**config.mk**
```make
export PLATFORM = sky130hd
export DESIGN_NAME = pit_stream_rx
export DESIGN_NICKNAME = d
export VERILOG_FILES = /design/src/rtl/pit_stream_rx.sv
export SDC_FILE = /design/constraint.sdc
export NUM_CORES = 1
export LEC_CHECK = 0
export BUFFER_PORTS_ARGS = -buffer_cell sky130_fd_sc_hd__buf_2
export CAP_MARGIN = 20
export CORE_MARGIN = 5
export CORE_UTILIZATION = 58
export CTS_CLUSTER_SIZE = 8
export DETAILED_ROUTE_END_ITERATION = 12
export HOLD_SLACK_MARGIN = 0.08
export PLACE_DENSITY_LB_ADDON = 0.25
export SYNTH_ARGS = -nofsm -noshare
export SYNTH_HDL_FRONTEND = slang
export SYNTH_SLANG_ARGS = --single-unit
```
**constraint.sdc**
```tcl
create_clock -name clk -period 3.55 [get_ports clk]
set_clock_uncertainty 0.05 [all_clocks]
set_input_delay 0.1775 -clock clk [delete_from_list [all_inputs] [get_ports clk]]
set_output_delay 0.1775 -clock clk [all_outputs]
set_load 0.02 [all_outputs]
```
**src/rtl/pit_stream_rx.sv**
```systemverilog
// Receiver for the PIT byte stream: frames start_bit-qualified bytes into packets,
// checks the index sequence, tags the last byte and queues bytes for a valid/ready egress.
module pit_stream_rx #(
  parameter int PKT_BYTES  = 1023,
  parameter int FIFO_DEPTH = 16,
  parameter int AW         = 4
) (
  input  logic       clk,
  input  logic       reset,
  input  logic       start_bit,
  input  logic [7:0] in_data,
  input  logic [9:0] current_byte,
  input  logic       fib_out,
  input  logic       clear_err,
  input  logic       out_ready,
  output logic       out_valid,
  output logic [7:0] out_data,
  output logic       out_last,
  output logic       out_hit,
  output logic       rx_busy,
  output logic       overflow,
  output logic       seq_err,
  output logic [7:0] pkt_count
);

  typedef enum logic [1:0] {IDLE, RECV, FLUSH, IGNORE} state_t;

  localparam logic [9:0] CAP = 10'(PKT_BYTES);

  state_t      state_reg, state_next;
  logic [7:0]  hold_reg, hold_next;
  logic        hit_reg, hit_next;
  logic [9:0]  expected_reg, expected_next;
  logic [9:0]  count_reg, count_next;
  logic        push_req, push_last, seq_set, pkt_done;
  logic [9:0]  push_word;

  logic [9:0]  mem [FIFO_DEPTH];
  logic [AW:0] wr_ptr_reg, rd_ptr_reg, wr_ptr_next, rd_ptr_next;
  logic        full, pop, push_ok;
  logic [9:0]  head_next;

  logic        out_valid_reg, out_last_reg, out_hit_reg;
  logic [7:0]  out_data_reg;
  logic        overflow_reg, seq_err_reg;
  logic [7:0]  pkt_count_reg;

  // The held byte is only pushed once we know whether another byte follows it.
  always_comb begin
    state_next    = state_reg;
    hold_next     = hold_reg;
    hit_next      = hit_reg;
    expected_next = expected_reg;
    count_next    = count_reg;
    push_req      = 1'b0;
    push_last     = 1'b0;
    seq_set       = 1'b0;
    pkt_done      = 1'b0;
    case (state_reg)
      IDLE, FLUSH: begin
        if (state_reg == FLUSH) begin
          push_req   = 1'b1;
          push_last  = 1'b1;
          pkt_done   = 1'b1;
          state_next = IDLE;
        end
        // A new frame may start in the flush cycle so back-to-back packets are not lost.
        if (start_bit) begin
          hold_next     = in_data;
          hit_next      = fib_out;
          expected_next = 10'd1;
          count_next    = 10'd1;
          seq_set       = (current_byte != 10'd0);
          state_next    = RECV;
        end
      end
      RECV: begin
        if (!start_bit) begin
          state_next = FLUSH;
        end else if (count_reg == CAP) begin
          push_req   = 1'b1;
          push_last  = 1'b1;
          pkt_done   = 1'b1;
          state_next = IGNORE;
        end else begin
          push_req      = 1'b1;
          hold_next     = in_data;
          count_next    = count_reg + 10'd1;
          seq_set       = (current_byte != expected_reg);
          expected_next = expected_reg + 10'd1;
        end
      end
      IGNORE: begin
        if (!start_bit) state_next = IDLE;
      end
      default: state_next = IGNORE;
    endcase
  end

  assign push_word   = {push_last, hit_reg, hold_reg};
  assign full        = (wr_ptr_reg[AW] != rd_ptr_reg[AW]) &&
                       (wr_ptr_reg[AW-1:0] == rd_ptr_reg[AW-1:0]);
  assign pop         = out_valid_reg & out_ready;
  assign push_ok     = push_req & (~full | pop);
  assign wr_ptr_next = wr_ptr_reg + (AW+1)'(push_ok);
  assign rd_ptr_next = rd_ptr_reg + (AW+1)'(pop);
  // Bypass the array when the new head is the entry being written this cycle.
  assign head_next   = (push_ok && (rd_ptr_next == wr_ptr_reg)) ? push_word
                                                                : mem[rd_ptr_next[AW-1:0]];

  always_ff @(posedge clk) begin
    if (reset && push_ok) mem[wr_ptr_reg[AW-1:0]] <= push_word;
  end

  always_ff @(posedge clk) begin
    if (!reset) begin
      state_reg     <= IGNORE;
      hold_reg      <= '0;
      hit_reg       <= 1'b0;
      expected_reg  <= '0;
      count_reg     <= '0;
      wr_ptr_reg    <= '0;
      rd_ptr_reg    <= '0;
      out_valid_reg <= 1'b0;
      out_last_reg  <= 1'b0;
      out_hit_reg   <= 1'b0;
      out_data_reg  <= '0;
      overflow_reg  <= 1'b0;
      seq_err_reg   <= 1'b0;
      pkt_count_reg <= '0;
    end else begin
      state_reg     <= state_next;
      hold_reg      <= hold_next;
      hit_reg       <= hit_next;
      expected_reg  <= expected_next;
      count_reg     <= count_next;
      wr_ptr_reg    <= wr_ptr_next;
      rd_ptr_reg    <= rd_ptr_next;
      out_valid_reg <= (wr_ptr_next != rd_ptr_next);
      {out_last_reg, out_hit_reg, out_data_reg} <= head_next;
      // Set has priority over clear.
      overflow_reg  <= (push_req & ~push_ok) | (overflow_reg & ~clear_err);
      seq_err_reg   <= seq_set | (seq_err_reg & ~clear_err);
      if (pkt_done) pkt_count_reg <= pkt_count_reg + 8'd1;
    end
  end

  assign out_valid = out_valid_reg;
  assign out_data  = out_data_reg;
  assign out_last  = out_last_reg;
  assign out_hit   = out_hit_reg;
  assign rx_busy   = (state_reg != IDLE);
  assign overflow  = overflow_reg;
  assign seq_err   = seq_err_reg;
  assign pkt_count = pkt_count_reg;

endmodule

```
==> Yosys cells after proc, flatten, opt, wreduce, memory -nomap -nowiden <==
Memories as Yosys holds them, arrays and structs flattened.
Index checks and enable logic that the tools add are counted.
{ "word_totals": {"regBits": 62, "ram_bits": 160, "in_bits": 24, "out_inout_bits": 22, "n_memories": 1} }
{ "mem_list": {"columns": ["memory", "words", "word_bits", "read_ports", "rd_ports_with_merged_regs", "wr", "line", "source"], "rows": [
  ["mem", 16, 10, 1, 0, 1, "38", "logic [9:0] mem [FIFO_DEPTH];"]
]} }
{ "op_classes": {"add_sub_neg": 5, "n_eq_ne": 15, "muxes": 30, "bitwise_logic": 11, "n_reduce_logical": 11} }
{ "op_table": {"columns": ["op", "count"], "rows": [
  ["10-bit two-way mux", 6],
  ["10-bit one-hot mux with 2 select lines", 2],
  ["8-bit two-way mux", 3],
  ["10-bit by 1-bit adder with 10-bit output, second input constant", 2],
  ["8-bit one-hot mux with 2 select lines", 1],
  ["5-bit by 1-bit adder with 5-bit output", 2],
  ["10-bit == test, second input constant", 1],
  ["2-bit two-way mux", 5],
  ["10-bit != test", 1],
  ["10-bit nonzero test", 1],
  ["1-bit two-way mux", 9],
  ["8-bit by 1-bit adder with 8-bit output, second input constant", 1],
  ["2-bit != test, second input constant", 4],
  ["3-bit != test, second input constant", 2],
  ["1-bit one-hot mux with 2 select lines", 3],
  ["2-bit one-hot mux with 3 select lines", 1],
  ["1-bit AND", 5],
  ["5-bit == test", 1],
  ["5-bit != test", 1],
  ["2-bit == test, second input constant", 2],
  ["4-bit == test", 1],
  ["4-bit AND reduction", 1],
  ["2-bit nonzero test", 2],
  ["1-bit logical AND", 3],
  ["8 further kinds", 12]
]} }

==> Longest topological paths before layout <==
{ "depth": {"word_depth": 8, "depth_mapped": 10, "ltp_nobuf": 9} }

==> Least setup slack after synthesis <==
No wires, ideal clock.
{ "synth_timing": {"kind": "reg2reg", "startpoint": "register wr_ptr_reg[1]", "endpoint": "memory mem[0][0] (enable)", "setup_time_ps": 390, "t_arrival_ps": 2145, "path_slack_ps": 965, "stages_incl_launch_ff": 7, "synth_period_minus_slack_ps": 2585, "path_cell_list": "dfxtp_1 buf_6 xor2_1 or4_4 o21a_1 or4b_1 nor3_1"} }
{ "synth_via": {"elab_chain_len": 8} }
{ "synth_rtl": {"columns": ["item", "line", "source"], "rows": [
  ["start: declaration", "39", "logic [AW:0] wr_ptr_reg, rd_ptr_reg, wr_ptr_next, rd_ptr_next;"],
  ["start signal: assignment", "137", "wr_ptr_reg <= wr_ptr_next;"],
  ["4-bit == test", "102", "(wr_ptr_reg[AW-1:0] == rd_ptr_reg[AW-1:0]);"],
  ["1-bit logical AND", "101", "assign full = (wr_ptr_reg[AW] != rd_ptr_reg[AW]) &&"],
  ["1-bit NOT", "104", "assign push_ok = push_req & (~full | pop);"],
  ["1-bit bitwise OR", "104", null],
  ["1-bit AND", "104", null],
  ["1-bit logical AND", "112", "if (reset && push_ok) mem[wr_ptr_reg[AW-1:0]] <= push_word;"],
  ["1-bit two-way mux", "112", null],
  ["1-bit two-way mux (implied by the code)", "112", null],
  ["end: declaration", "38", null]
]} }
Parallel ways exist; a longest one is shown, timed or not.

==> Final worst setup path <==
{ "layout_timing": {"startpoint": "register wr_ptr_reg[2]", "endpoint": "register out_valid_reg, in the netlist out_valid"} }
{ "layout_via": {"elab_chain_len": 7} }
{ "layout_rtl": {"columns": ["item", "line", "source"], "rows": [
  ["4-bit == test", "102", null],
  ["1-bit logical AND", "101", null],
  ["1-bit NOT", "104", null],
  ["1-bit bitwise OR", "104", null],
  ["1-bit AND", "104", null],
  ["5-bit by 1-bit adder with 5-bit output (*)", "105", "assign wr_ptr_next = wr_ptr_reg + (AW+1)'(push_ok);"],
  ["5-bit != test (*)", "139", "out_valid_reg <= (wr_ptr_next != rd_ptr_next);"],
  ["end signal: assignment", "139", null],
  ["end: declaration", "43", "logic out_valid_reg, out_last_reg, out_hit_reg;"]
]} }
Mark *: on every way between the ends. The rest lies on a longest branch, timed or not.
A chain may end at the register's enable or synchronous reset.

==> impl_metrics.ini <==
[clocking]
cts_resized = 0
numCtsBuffers = 31
cts_root_buffer = clkbuf_16
cts.sinks = 222
ctsHoldBuffers = 16
post-cts-setup-buffers = 0
cts_buffer_depth = 3
cts_tree = yes
clk_latency_ns = 0.54
clk_pin_slew_worst_paths_ns = 0.05
h-tree-depth = 1

[drt]
vias = 5213
viasPerCell = 5.71
drtAntennaViolNets = 0
drtIter0Drc = 401
drt-pass1-iter-count = 5
wl_per_cell_um = 19.9
route.detailed.drc = 0
wl_um = 18200

[worst_setup_path]
r2r_start = wr_ptr_reg[2]
crit_arrival_ns = 3.25
critical_path.top_delay_family = simple AND/OR/NAND/NOR gates
cp-start-kind = register
crit_type = reg -> reg
critPathMaxFanout = 12
slowest_stage = dfxtp_1
crit_start = wr_ptr_reg[2]
worstPathCellList = xor2_1 > or4_4 > o21a_1 > ha_1 > ha_1 > xor2_1 > xnor2_1 > nand3_1 > o31a_1
cp_num_buf_inv = 0
worst_path_largest_cell_delay_ns = 0.56
rrSetupSlack_ns = 0.67
critPathRequiredTime_ns = 3.92
critPathCaptureType = register

[grt]
grt_usage_pct = 20.6
grt_pass1_wl_um = 29300
grt_max_degree = 51
overflow = 0
antenna_found_initial = 0
grt_pass1_vias = 5366

[floorplanning]
die_area_sq_mm = 0.0184
std_cell_rows = 46
dieWidth_um = 136
core_sq_mm = 0.0157
pin_count = 46
die_h_um = 136
start_util_pct = 58.4

[timing]
rsz0062_at_grt = false
worst_slew_pin_slew_ns = 0.703
drv_slew = 0
relSlewSlack_pct = 53.0
finalWorstSetupSlack_ns = 0.670
period_needed_ns = 2.88
fin_crit_sh_pct = 81.1
report.final.hold_viol_count = 0
whs_ns = 0.238
setup-violations-final = 0
fmax_ghz = 0.347
tns_ns = 0

[place]
gp_congestion = 0.814
place_ws_ns = 0.781
port_buffers = 45
dp_hpwl_um = 11400

[synth]
synthCells = 587
synth.ff_latch_count = 222
syn-num-nets = 618
synth_enable_flop_cells = 160
synth_top_area_share_pct = 52.5
synth_top_cell_by_area = edfxtp_1
synth_cell_types = 52
syn_area_sq_mm = 0.00915
syn_area_per_cell_sq_um = 15.6
yosysSeqAreaShare_pct = 66.1
synth_warnings = 0
synth_top_flop_cell = edfxtp_1
async_reset_ff_share_pct = 0
synthTopCellsByArea = edfxtp_1 (53%), dfxtp_1 (14%), mux4_2 (9.8%)

[pwr]
p_leak_nw = 3.88
ir_drop_v = 0.000527
pwr_density_cell_mw_per_mm2 = 585

[final_layout]
layout.nets = 706
fill_cells = 1075
diodes = 0
drive_gt1_share_pct = 21.8
syn_to_final_growth_pct = 17.6
largest_register_ffs = 160

[worst_hold_path]
hold_class = in -> reg
hp-start = out_ready

[job]
drv_cap = 0

[run_status]
status = completed
==> synth_stat cells, types with 3 or more instances <==
cell type / n
nand2_1: 42
and3_1: 5
o21ai_0: 5
or4_1: 3
xor2_1: 30
clkbuf_1: 17
dfxtp_1: 62
mux4_2: 40
nand2b_1: 4
nand3_1: 13
xnor2_1: 18
inv_1: 4
ha_1: 7
nor3_1: 11
nor4_1: 5
and2_1: 12
mux2i_1: 31
edfxtp_1: 160
nand4_1: 11
buf_2: 11
nor2b_1: 10
a21boi_0: 11
o2bb2ai_1: 9
nor2_1: 29
==> cell type report <==
cell class | instances | area (sq um) | area share, %
clock buffer | 54 | 872 | 8.11
clock inverter | 1 | 20.0 | 0.186
inverter | 4 | 15.0 | 0.140
multi-input combinational | 332 | 2970 | 27.6
sequential | 222 | 6050 | 56.2
tap | 216 | 270 | 2.51
timing repair buffer | 84 | 571 | 5.30
==> per-stage QoR <==
step | cell area, sq um | util (%) | cells | power, mW
final | 10800 | 68.7 | 913 | 6.29
after global routing | 10800 | 68.7 | 913 | 6.55
after CTS | 10800 | 68.7 | 913 | 6.35
after detailed placement | 9710 | 62.0 | 842 | 3.69
after global placement | 9710 | 62.0 | 842 | 3.67
after floorplan | 9150 | - | 587 | 3.49
==> metal layers <==
| layer | wire length [um] | track usage [%] |
|---|---|---|
| met3 | 701 | 3.38 |
| met5 | 0 | 0 |
| met4 | 261 | 6.16 |
| met1 | 8020 | 28.6 |
| met2 | 9170 | 33.9 |
==> cells by family after synthesis <==
| family | after synthesis | synth area share (%) |
|---|---|---|
| compound gates | 47 | 4.30 |
| xor+xnor | 49 | 4.84 |
| fa+ha+maj | 7 | 0.958 |
| buf+inv | 33 | 1.59 |
| flops | 222 | 66.1 |
| mux | 71 | 13.2 |
| simple gates | 158 | 8.97 |
==> worst paths after layout <==
path / endpoint / cells past startpoint
worst max-delay path: out_valid / 9
worst min register to register: pkt_count[6] / 2
worst max register to register: out_valid / 9
worst min-delay path: overflow / 5
==> worst register-to-register path, cell delays in order, from the launching register on <==
cell	delay, ns
dfxtp_1	0.56
xor2_1	0.12
or4_4	0.54
o21a_1	0.24
ha_1	0.22
ha_1	0.21
xor2_1	0.25
xnor2_1	0.18
nand3_1	0.10
o31a_1	0.30
==> power by group <==
group	internal, mW	total, mW	switching [mW]
clock network	1.64	2.65	1.01
registers	2.83	2.89	0.0582
logic	0.382	0.748	0.365
==> layout by cell type (no fill, tap or decap), types with 3 or more instances in the layout <==
| cell | n |
|---|---|
| nand2b_1 | 4 |
| a21boi_0 | 11 |
| clkbuf_16 | 31 |
| nor3_1 | 11 |
| xnor2_1 | 17 |
| nor2b_1 | 10 |
| nor4_1 | 5 |
| nand4_1 | 11 |
| edfxtp_1 | 160 |
| and3_1 | 5 |
| buf_2 | 45 |
| clkbuf_1 | 22 |
| dlygate4sd3_1 | 16 |
| nand3_1 | 13 |
| ha_1 | 6 |
| o21ai_0 | 5 |
| o2bb2ai_1 | 9 |
| xor2_1 | 30 |
| and2_1 | 12 |
| or4_1 | 3 |
| nand2_1 | 42 |
| mux2i_1 | 31 |
| buf_4 | 22 |
| nor2_1 | 29 |
| mux4_2 | 40 |
| dfxtp_1 | 62 |
| inv_1 | 4 |
Power figures use the tool's default switching activity.
